===== config.mk =====
export PLATFORM = sky130hd
export DESIGN_NAME = ace_bus_controller_flat
export DESIGN_NICKNAME = d
export VERILOG_FILES = /design/src/rtl/ace_bus_controller_pkg.sv /design/src/rtl/ace_bus_controller_if.sv /design/src/rtl/ace_bus_controller.sv /design/src/flat_wrapper.sv
export SDC_FILE = /design/constraint.sdc
export NUM_CORES = 1
export LEC_CHECK = 0
export CAP_MARGIN = 20
export CORE_MARGIN = 2
export CORE_UTILIZATION = 40
export DETAILED_ROUTE_END_ITERATION = 10
export PLACE_DENSITY = 0.75
export SYNTH_ARGS = -nofsm -noshare
export SYNTH_HDL_FRONTEND = slang
export SYNTH_SLANG_ARGS = --single-unit

===== constraint.sdc =====
create_clock -name clk -period 3.1 [get_ports clk]
set_input_delay 0.93 -clock clk [delete_from_list [all_inputs] [get_ports clk]]
set_output_delay 0.93 -clock clk [all_outputs]
set_load 0.01 [all_outputs]

===== src/rtl/ace_bus_controller_pkg.sv =====
// ace_pkg: shared definitions for the ACE bus controller.
// Contents:
//   state_t          controller FSM states
//   op_t             which request kind was accepted
//   ARSNOOP_*        read-address snoop encodings (ReadShared, CleanUnique)
//   AWSNOOP_*        write-address snoop encoding (WriteBack)
//   RESP_*           AXI/ACE response codes
//   resp_is_error    true for SLVERR/DECERR
package ace_pkg;

    typedef enum logic [3:0] {
        IDLE,
        RD_ADDR,
        RD_DATA,
        WR_ADDR,
        WR_DATA,
        WR_RESP,
        INV_ADDR,
        INV_DATA,
        DONE
    } state_t;

    typedef enum logic [1:0] {
        OP_READ,
        OP_WRITE,
        OP_INV
    } op_t;

    localparam logic [3:0] ARSNOOP_READ_SHARED  = 4'b0001;
    localparam logic [3:0] ARSNOOP_CLEAN_UNIQUE = 4'b1011;
    localparam logic [2:0] AWSNOOP_WRITE_BACK   = 3'b011;

    localparam logic [1:0] RESP_OKAY   = 2'b00;
    localparam logic [1:0] RESP_EXOKAY = 2'b01;
    localparam logic [1:0] RESP_SLVERR = 2'b10;
    localparam logic [1:0] RESP_DECERR = 2'b11;

    // SLVERR and DECERR both have bit 1 set; OKAY/EXOKAY do not.
    function automatic logic resp_is_error(input logic [1:0] resp);
        return resp[1];
    endfunction

endpackage


===== src/rtl/ace_bus_controller_if.sv =====
// ace_bus_controller_if: ACE channel bundle between the controller and the
// coherent interconnect.
// Channels:
//   AR  araddr/arlen/arsnoop/arvalid -> , <- arready
//   R   <- rdata/rresp/rlast/rvalid , rready/rack ->
//   AW  awaddr/awlen/awsnoop/awvalid -> , <- awready
//   W   wdata/wlast/wvalid -> , <- wready
//   B   <- bresp/bvalid , bready/wack ->
// Modports: master (controller side), slave (interconnect side).
interface ace_bus_controller_if #(
    parameter int ADDR_WIDTH = 32,
    parameter int DATA_WIDTH = 32
);
    logic [ADDR_WIDTH-1:0] araddr;
    logic [7:0]            arlen;
    logic [3:0]            arsnoop;
    logic                  arvalid;
    logic                  arready;

    logic [DATA_WIDTH-1:0] rdata;
    logic [3:0]            rresp;
    logic                  rlast;
    logic                  rvalid;
    logic                  rready;
    logic                  rack;

    logic [ADDR_WIDTH-1:0] awaddr;
    logic [7:0]            awlen;
    logic [2:0]            awsnoop;
    logic                  awvalid;
    logic                  awready;

    logic [DATA_WIDTH-1:0] wdata;
    logic                  wlast;
    logic                  wvalid;
    logic                  wready;

    logic [1:0]            bresp;
    logic                  bvalid;
    logic                  bready;
    logic                  wack;

    modport master (
        output araddr, arlen, arsnoop, arvalid,
        input  arready,
        input  rdata, rresp, rlast, rvalid,
        output rready, rack,
        output awaddr, awlen, awsnoop, awvalid,
        input  awready,
        output wdata, wlast, wvalid,
        input  wready,
        input  bresp, bvalid,
        output bready, wack
    );

    modport slave (
        input  araddr, arlen, arsnoop, arvalid,
        output arready,
        output rdata, rresp, rlast, rvalid,
        input  rready, rack,
        input  awaddr, awlen, awsnoop, awvalid,
        output awready,
        input  wdata, wlast, wvalid,
        output wready,
        output bresp, bvalid,
        input  bready, wack
    );

endinterface


===== src/rtl/ace_bus_controller.sv =====
// ace_bus_controller: turns cache-controller requests into ACE transactions.
//   read_req    -> ReadShared line fill, fill_data assembled beat by beat
//   write_req   -> WriteBack of wb_data
//   invalid_req -> CleanUnique upgrade (single R beat, data discarded)
// Ports:
//   clk, reset (async, active-low)
//   read_req, write_req, invalid_req, req_addr, wb_data  from the cache controller
//   fill_data, ace_ready, ace_error                      back to the cache controller
//   bus                                                  ACE master channels
module ace_bus_controller
    import ace_pkg::*;
#(
    parameter int ADDR_WIDTH = 32,
    parameter int DATA_WIDTH = 32,
    parameter int LINE_WORDS = 4
) (
    input  logic                             clk,
    input  logic                             reset,
    input  logic                             read_req,
    input  logic                             write_req,
    input  logic                             invalid_req,
    input  logic [ADDR_WIDTH-1:0]            req_addr,
    input  logic [LINE_WORDS*DATA_WIDTH-1:0] wb_data,
    output logic [LINE_WORDS*DATA_WIDTH-1:0] fill_data,
    output logic                             ace_ready,
    output logic                             ace_error,
    ace_bus_controller_if.master             bus
);

    localparam int                   CNT_WIDTH = $clog2(LINE_WORDS);
    localparam logic [CNT_WIDTH-1:0] LAST_BEAT = CNT_WIDTH'(LINE_WORDS - 1);
    localparam logic [7:0]           LINE_LEN  = 8'(LINE_WORDS - 1);

    state_t                          state;
    state_t                          state_n;
    op_t                             op_q;
    logic [ADDR_WIDTH-1:0]           addr_q;
    logic [LINE_WORDS*DATA_WIDTH-1:0] line_q;
    logic [LINE_WORDS*DATA_WIDTH-1:0] fill_q;
    logic [CNT_WIDTH-1:0]            cnt;
    logic                            err_q;
    logic                            overflow_q;
    logic                            any_req;

    // Only the error bit of each response is meaningful to this controller.
    logic unused_resp_bits;
    assign unused_resp_bits = ^{bus.rresp[3:2], bus.rresp[0], bus.bresp[0]};

    assign any_req   = read_req | write_req | invalid_req;
    assign fill_data = fill_q;

    // State register; reset abandons any transaction in flight.
    always_ff @(posedge clk or negedge reset) begin
        if (!reset) begin
            state <= IDLE;
        end else begin
            state <= state_n;
        end
    end

    // Next-state and bus outputs. All outputs derive from state (and the
    // latched request), so they are zero in reset and stable while a valid
    // is waiting for its ready.
    always_comb begin
        state_n     = state;
        bus.araddr  = '0;
        bus.arlen   = '0;
        bus.arsnoop = '0;
        bus.arvalid = 1'b0;
        bus.rready  = 1'b0;
        bus.rack    = 1'b0;
        bus.awaddr  = '0;
        bus.awlen   = '0;
        bus.awsnoop = '0;
        bus.awvalid = 1'b0;
        bus.wdata   = '0;
        bus.wlast   = 1'b0;
        bus.wvalid  = 1'b0;
        bus.bready  = 1'b0;
        bus.wack    = 1'b0;
        ace_ready   = 1'b0;
        ace_error   = 1'b0;
        case (state)
            IDLE: begin
                if (write_req)        state_n = WR_ADDR;
                else if (invalid_req) state_n = INV_ADDR;
                else if (read_req)    state_n = RD_ADDR;
            end
            RD_ADDR: begin
                bus.arvalid = 1'b1;
                bus.araddr  = addr_q;
                bus.arlen   = LINE_LEN;
                bus.arsnoop = ARSNOOP_READ_SHARED;
                if (bus.arready) state_n = RD_DATA;
            end
            RD_DATA: begin
                bus.rready = 1'b1;
                if (bus.rvalid && bus.rlast) state_n = DONE;
            end
            WR_ADDR: begin
                bus.awvalid = 1'b1;
                bus.awaddr  = addr_q;
                bus.awlen   = LINE_LEN;
                bus.awsnoop = AWSNOOP_WRITE_BACK;
                if (bus.awready) state_n = WR_DATA;
            end
            WR_DATA: begin
                bus.wvalid = 1'b1;
                bus.wdata  = line_q[int'(cnt)*DATA_WIDTH +: DATA_WIDTH];
                bus.wlast  = (cnt == LAST_BEAT);
                if (bus.wready && cnt == LAST_BEAT) state_n = WR_RESP;
            end
            WR_RESP: begin
                bus.bready = 1'b1;
                if (bus.bvalid) state_n = DONE;
            end
            INV_ADDR: begin
                bus.arvalid = 1'b1;
                bus.araddr  = addr_q;
                bus.arlen   = 8'd0;
                bus.arsnoop = ARSNOOP_CLEAN_UNIQUE;
                if (bus.arready) state_n = INV_DATA;
            end
            INV_DATA: begin
                bus.rready = 1'b1;
                if (bus.rvalid) state_n = DONE;
            end
            DONE: begin
                ace_ready = 1'b1;
                ace_error = err_q;
                bus.rack  = (op_q != OP_WRITE);
                bus.wack  = (op_q == OP_WRITE);
                state_n   = IDLE;
            end
            default: state_n = IDLE;
        endcase
    end

    // Request latch, beat counter, fill line and error tracking. A read that
    // runs past the line without rlast sets overflow_q so extra beats are
    // consumed but never written into fill_q.
    always_ff @(posedge clk or negedge reset) begin
        if (!reset) begin
            op_q       <= OP_READ;
            addr_q     <= '0;
            line_q     <= '0;
            fill_q     <= '0;
            cnt        <= '0;
            err_q      <= 1'b0;
            overflow_q <= 1'b0;
        end else begin
            case (state)
                IDLE: begin
                    if (any_req) begin
                        addr_q     <= req_addr;
                        line_q     <= wb_data;
                        cnt        <= '0;
                        err_q      <= 1'b0;
                        overflow_q <= 1'b0;
                        op_q       <= write_req   ? OP_WRITE :
                                      invalid_req ? OP_INV : OP_READ;
                    end
                end
                RD_DATA: begin
                    if (bus.rvalid) begin
                        if (!overflow_q) begin
                            fill_q[int'(cnt)*DATA_WIDTH +: DATA_WIDTH] <= bus.rdata;
                        end
                        cnt <= cnt + 1'b1;
                        if (resp_is_error(bus.rresp[1:0])) err_q <= 1'b1;
                        if (bus.rlast && cnt != LAST_BEAT) err_q <= 1'b1;
                        if (!bus.rlast && cnt == LAST_BEAT) begin
                            err_q      <= 1'b1;
                            overflow_q <= 1'b1;
                        end
                    end
                end
                WR_DATA: begin
                    if (bus.wready) cnt <= cnt + 1'b1;
                end
                WR_RESP: begin
                    if (bus.bvalid && resp_is_error(bus.bresp)) err_q <= 1'b1;
                end
                INV_DATA: begin
                    if (bus.rvalid && resp_is_error(bus.rresp[1:0])) err_q <= 1'b1;
                end
                default: ;
            endcase
        end
    end

endmodule


===== src/flat_wrapper.sv =====
// flat-port wrapper written by rule: the top's interface ports become plain ports
module ace_bus_controller_flat import ace_pkg::*;
#(
    parameter int ADDR_WIDTH = 32,
    parameter int DATA_WIDTH = 32,
    parameter int LINE_WORDS = 4
)
  (clk, reset, read_req, write_req, invalid_req, req_addr, wb_data, fill_data, ace_ready, ace_error, bus_araddr, bus_arlen, bus_arsnoop, bus_arvalid, bus_arready, bus_rdata, bus_rresp, bus_rlast, bus_rvalid, bus_rready, bus_rack, bus_awaddr, bus_awlen, bus_awsnoop, bus_awvalid, bus_awready, bus_wdata, bus_wlast, bus_wvalid, bus_wready, bus_bresp, bus_bvalid, bus_bready, bus_wack);
  ace_bus_controller_if #(.ADDR_WIDTH(ADDR_WIDTH), .DATA_WIDTH(DATA_WIDTH)) bus_i ();
  input  logic clk;
  input  logic reset;
  input  logic read_req;
  input  logic write_req;
  input  logic invalid_req;
  input  logic [ADDR_WIDTH-1:0] req_addr;
  input  logic [LINE_WORDS*DATA_WIDTH-1:0] wb_data;
  output logic [LINE_WORDS*DATA_WIDTH-1:0] fill_data;
  output logic ace_ready;
  output logic ace_error;
  output wire logic [$bits(bus_i.araddr)-1:0] bus_araddr;
  output wire logic [$bits(bus_i.arlen)-1:0] bus_arlen;
  output wire logic [$bits(bus_i.arsnoop)-1:0] bus_arsnoop;
  output wire logic [$bits(bus_i.arvalid)-1:0] bus_arvalid;
  input wire logic [$bits(bus_i.arready)-1:0] bus_arready;
  input wire logic [$bits(bus_i.rdata)-1:0] bus_rdata;
  input wire logic [$bits(bus_i.rresp)-1:0] bus_rresp;
  input wire logic [$bits(bus_i.rlast)-1:0] bus_rlast;
  input wire logic [$bits(bus_i.rvalid)-1:0] bus_rvalid;
  output wire logic [$bits(bus_i.rready)-1:0] bus_rready;
  output wire logic [$bits(bus_i.rack)-1:0] bus_rack;
  output wire logic [$bits(bus_i.awaddr)-1:0] bus_awaddr;
  output wire logic [$bits(bus_i.awlen)-1:0] bus_awlen;
  output wire logic [$bits(bus_i.awsnoop)-1:0] bus_awsnoop;
  output wire logic [$bits(bus_i.awvalid)-1:0] bus_awvalid;
  input wire logic [$bits(bus_i.awready)-1:0] bus_awready;
  output wire logic [$bits(bus_i.wdata)-1:0] bus_wdata;
  output wire logic [$bits(bus_i.wlast)-1:0] bus_wlast;
  output wire logic [$bits(bus_i.wvalid)-1:0] bus_wvalid;
  input wire logic [$bits(bus_i.wready)-1:0] bus_wready;
  input wire logic [$bits(bus_i.bresp)-1:0] bus_bresp;
  input wire logic [$bits(bus_i.bvalid)-1:0] bus_bvalid;
  output wire logic [$bits(bus_i.bready)-1:0] bus_bready;
  output wire logic [$bits(bus_i.wack)-1:0] bus_wack;
  assign bus_araddr = bus_i.araddr;
  assign bus_arlen = bus_i.arlen;
  assign bus_arsnoop = bus_i.arsnoop;
  assign bus_arvalid = bus_i.arvalid;
  assign bus_i.arready = bus_arready;
  assign bus_i.rdata = bus_rdata;
  assign bus_i.rresp = bus_rresp;
  assign bus_i.rlast = bus_rlast;
  assign bus_i.rvalid = bus_rvalid;
  assign bus_rready = bus_i.rready;
  assign bus_rack = bus_i.rack;
  assign bus_awaddr = bus_i.awaddr;
  assign bus_awlen = bus_i.awlen;
  assign bus_awsnoop = bus_i.awsnoop;
  assign bus_awvalid = bus_i.awvalid;
  assign bus_i.awready = bus_awready;
  assign bus_wdata = bus_i.wdata;
  assign bus_wlast = bus_i.wlast;
  assign bus_wvalid = bus_i.wvalid;
  assign bus_i.wready = bus_wready;
  assign bus_i.bresp = bus_bresp;
  assign bus_i.bvalid = bus_bvalid;
  assign bus_bready = bus_i.bready;
  assign bus_wack = bus_i.wack;
  ace_bus_controller #(.ADDR_WIDTH(ADDR_WIDTH), .DATA_WIDTH(DATA_WIDTH), .LINE_WORDS(LINE_WORDS)) u_core (.clk(clk), .reset(reset), .read_req(read_req), .write_req(write_req), .invalid_req(invalid_req), .req_addr(req_addr), .wb_data(wb_data), .fill_data(fill_data), .ace_ready(ace_ready), .ace_error(ace_error), .bus(bus_i));
endmodule

==> parameters.txt <==
Parameter                              Value

Worst hold path
  Worst min path class ... input pin to async pin

Logic synthesis
  Total of flip-flops plus latches after synthesis ... 298
  Share of flip-flops with an asynchronous set or reset after synthesis ... 100.0%
  Number of warnings printed during yosys synthesis ... 0
  Number of enable flip-flop cells after synthesis ... 0
  Average cell area after synthesis ... 11.58 um2
  Synthesized area ... roughly 13,000 um2
  Fraction of the yosys area taken by sequential cells ... 55.31%
  Number of cells produced by synthesis ... 1,164
  Number of library cell types mapped by synthesis ... 47
  Most used DFF post-synth ... sky130_fd_sc_hd__dfrtp_1

Final layout
  Layout Nets ... 1,844
  Final cell count without fillers ... 2,100
  Growth of design area from synthesis to finish ... 46.09%
  Layout cell share with drive strength beyond 1 ... a little under a quarter
  Core Util, Final ... 59.03%

Power
  Cell internal power dissipation ... 11.51 mW
  Switching share of total power ... 32.13%
  Leak ... 8.669 nW
  Sequential share of power ... around 36%
  IR drop worst, VDD ... 0.5911 mV
  Total chip power ... 16.96 mW
  Gate power share ... 41.2%
  Clk network pwr share ... 23.0%
  Pwr/cell area ... 861.3 nW/um2
  Reported net switching power ... 5.450 mW

Setup path
  Type of destination of the critical path ... output pin
  Arrival time at the worst endpoint ... around 2100 ps
  Crit path kind ... flop to output pin
  Required time at the endpoint of the critical path ... 2170 ps
  Largest fanout of any net on the critical path ... 6
  Type of element launching the critical path ... flop

Routing
  Antenna-violating nets left ... 0
  Routed length per placed instance ... roughly 19 um
  Initial DRC Count ... 648
  Final routed wirelength across all metal layers ... ~40 mm
  Via density per instance ... 4.973
  Detailed-router iteration count before antenna repair ... 5
  Via count ... about 10,000
  Remaining routing DRC violations ... 0

Global routing
  Antenna violations before repair ... 3
  Vias in the first global route ... approximately 11,000
  Global-route wire length before repair ... 62.67 mm
  Total track usage ... 22.68%
  Largest net degree at the start of global routing ... 65
  Remaining global-route overflow ... 0

Die
  Initial standard-cell utilization of the core ... 40.41%
  Total Die Area ... 35,190 um2
  Height of the chip ... 187.6 um
  Total core area ... 33,360 um2
  Width of the die ... 187.6 um
  Top-level I/O count ... about 470
  Site Rows ... 67

Job
  MaxCap Viol Count ... 0

Clocking
  Clock transition time at the flip-flop clock pins of the worst setup and hold paths ... 60 ps
  H-tree Lvls ... 2
  Sink Count ... roughly 300
  Clock Tree Buf Depth ... 3
  Clock network latency to the later pin of the worst-skew pair ... roughly 520 ps
  Number of buffers created by CTS ... 34
  TritonCTS clock tree ... done
  Clock root buffer ... sky130_fd_sc_hd__clkbuf_16

STA
  Worst slew margin ... 57.45%
  Hold violation count in the final report ... 0
  Final slew viol count ... 0
  Worst-Margin Slew ... 638.2 ps
  Clock period minus final worst setup slack ... 3061 ps
  Period utilisation layout ... 98.74%
  RSZ-0062 raised after global routing ... true
  Worst-case clock skew ... 15.69 ps
  Achievable Freq ... 0.3267 GHz
  Setup violators final ... 0

Placement
  Number of buffer cells added on primary ports ... 447
  Weighted congestion reported at the end of routability-driven placement ... 0.8333
  Placed wire-length estimate ... between 20 and 30 mm
  Count of placed standard cells including taps ... 2,009

Status
  Outcome ... completed
-- flip-flops by register name, indices dropped and copies added, names as in the netlist --
| name | cells |
|---|---|
| u_core.addr_q | 32 |
| u_core.cnt | 2 |
| u_core.err_q | 1 |
| u_core.fill_data | 128 |
| u_core.line_q | 128 |
| u_core.op_q | 2 |
| u_core.overflow_q | 1 |
| u_core.state | 4 |
-- worst max-delay path, cell delays in order, from the launching register on --
cell and delay (ps):
sky130_fd_sc_hd__dfrtp_2 410, sky130_fd_sc_hd__buf_6 140, sky130_fd_sc_hd__buf_12 130, sky130_fd_sc_hd__buf_6 120
sky130_fd_sc_hd__mux4_2 480, sky130_fd_sc_hd__and2_1 170, sky130_fd_sc_hd__buf_2 160
-- kinds of logic after synthesis --
group	synth area share [%]
and+or+nand+nor	14.29
DFF	55.31
muxes	19.19
AOI/OAI and AO/OA	5.828
buffers and inverters	4.631
adders and majority gates	0.6496
other	0.02782
xor gates and xnor gates	0.06498
-- cell usage in the layout, fill, tap and decap left out, drive strengths merged, types with 2 or more instances in the layout --
master,n
clkdlybuf4s50,334
dfrtp,298
nand2,263
mux2,164
o21ai,133
and2,98
clkbuf,90
buf,79
dlygate4sd2,40
mux4,32
dlymetal6s2s,15
conb,14
inv,13
ha,7
nor2,7
nand3,7
clkinv,5
clkdlybuf4s15,5
nor3b,5
nor3,4
diode,3
nor4b,3
a21oi,3
and3,2
nor2b,2
nand3b,2
mux2i,2
nor4,2
-- per-stage QoR --
step	TNS (ps)	setup WS [ps]	area, um2	hold slack, ps
floorplan	0	560.8	13530	463.2
global placement	0	208.4	18470	460.7
detailed placement	0	214.3	18470	468.8
CTS	-2622	-206.8	19690	399.4
global route	-80.50	-23.09	19700	387.2
finish	0	39.10	19700	368.6
-- cell usage after synthesis (all sizes together) (3+ instances only) --
cell | number | area, um2
o21ai | 133 | 665.6
dfrtp | 298 | 7457
and2 | 98 | 613.1
a21oi | 3 | 15.01
nand2 | 263 | 987.2
ha | 7 | 87.58
nand3 | 7 | 55.05
nor3 | 4 | 20.02
nor4b | 3 | 71.32
buf | 50 | 395.4
mux4 | 32 | 720.7
inv | 11 | 41.29
nor3b | 5 | 37.54
nor2 | 7 | 28.78
mux2 | 164 | 1847
clkbuf | 50 | 187.7
-- routing by layer --
| layer | up-vias | routed length, um | GRT usage (%) |
|---|---|---|---|
| met2 | 394 | 20020 | 39.67 |
| met3 | 91 | 3020 | 6.382 |
| li1 | 4836 | - | - |
| met5 | - | 0 | 0 |
| met4 | 0 | 1667 | 9.237 |
| met1 | 5123 | 15540 | 26.22 |
-- timing repair --
item / CTS / global route
setup endpoints to repair: 109 / 67
cloned: 4 / 1
resized for setup: 166 / 91
hold buffers: 0 / 0
buffers inserted: 14 / 12
pin swaps: 4 / 4
-- final timing paths --
check	startpoint	endpoint	depth (start not counted)	slack (ps)
setup reg to reg	u_core.cnt[0]$_DFFE_PN0P_	u_core.fill_data[21]$_DFFE_PN0P_	10	570
setup / recovery	u_core.cnt[0]$_DFFE_PN0P_	bus_wdata[0]	6	40
hold reg to reg	u_core.fill_data[89]$_DFFE_PN0P_	u_core.fill_data[89]$_DFFE_PN0P_	2	480
hold / removal	reset	u_core.line_q[83]$_DFFE_PN0P_	1	370
min in group clk	u_core.fill_data[89]$_DFFE_PN0P_	u_core.fill_data[89]$_DFFE_PN0P_	2	480
max in group asynchronous	reset	u_core.fill_data[89]$_DFFE_PN0P_	2	2040
-- final cells by class --
cell class / instances / area, um2
clock inverter: 9 / 91.34
inverter: 11 / 43.79
multi-input combinational: 768 / 5497
sequential: 298 / 7463
antenna: 3 / 7.507
clock buffer: 48 / 984.7
fill: 2725 / 13670
tap: 448 / 560.5
timing repair buffer: 515 / 5047
-- power groups by stage --
| stage | sequential [mW] | combinational (mW) | clock, mW |
|---|---|---|---|
| final | 6.07 | 7.00 | 3.90 |
| after global routing | 6.22 | 7.55 | 4.14 |
| after CTS | 6.08 | 6.98 | 3.97 |
| after detailed placement | 6.15 | 6.82 | 0 |
| after global placement | 6.06 | 6.65 | 0 |
| after floorplan | 5.88 | 4.37 | 0 |
Note: power is estimated with default switching activity, not from simulation.
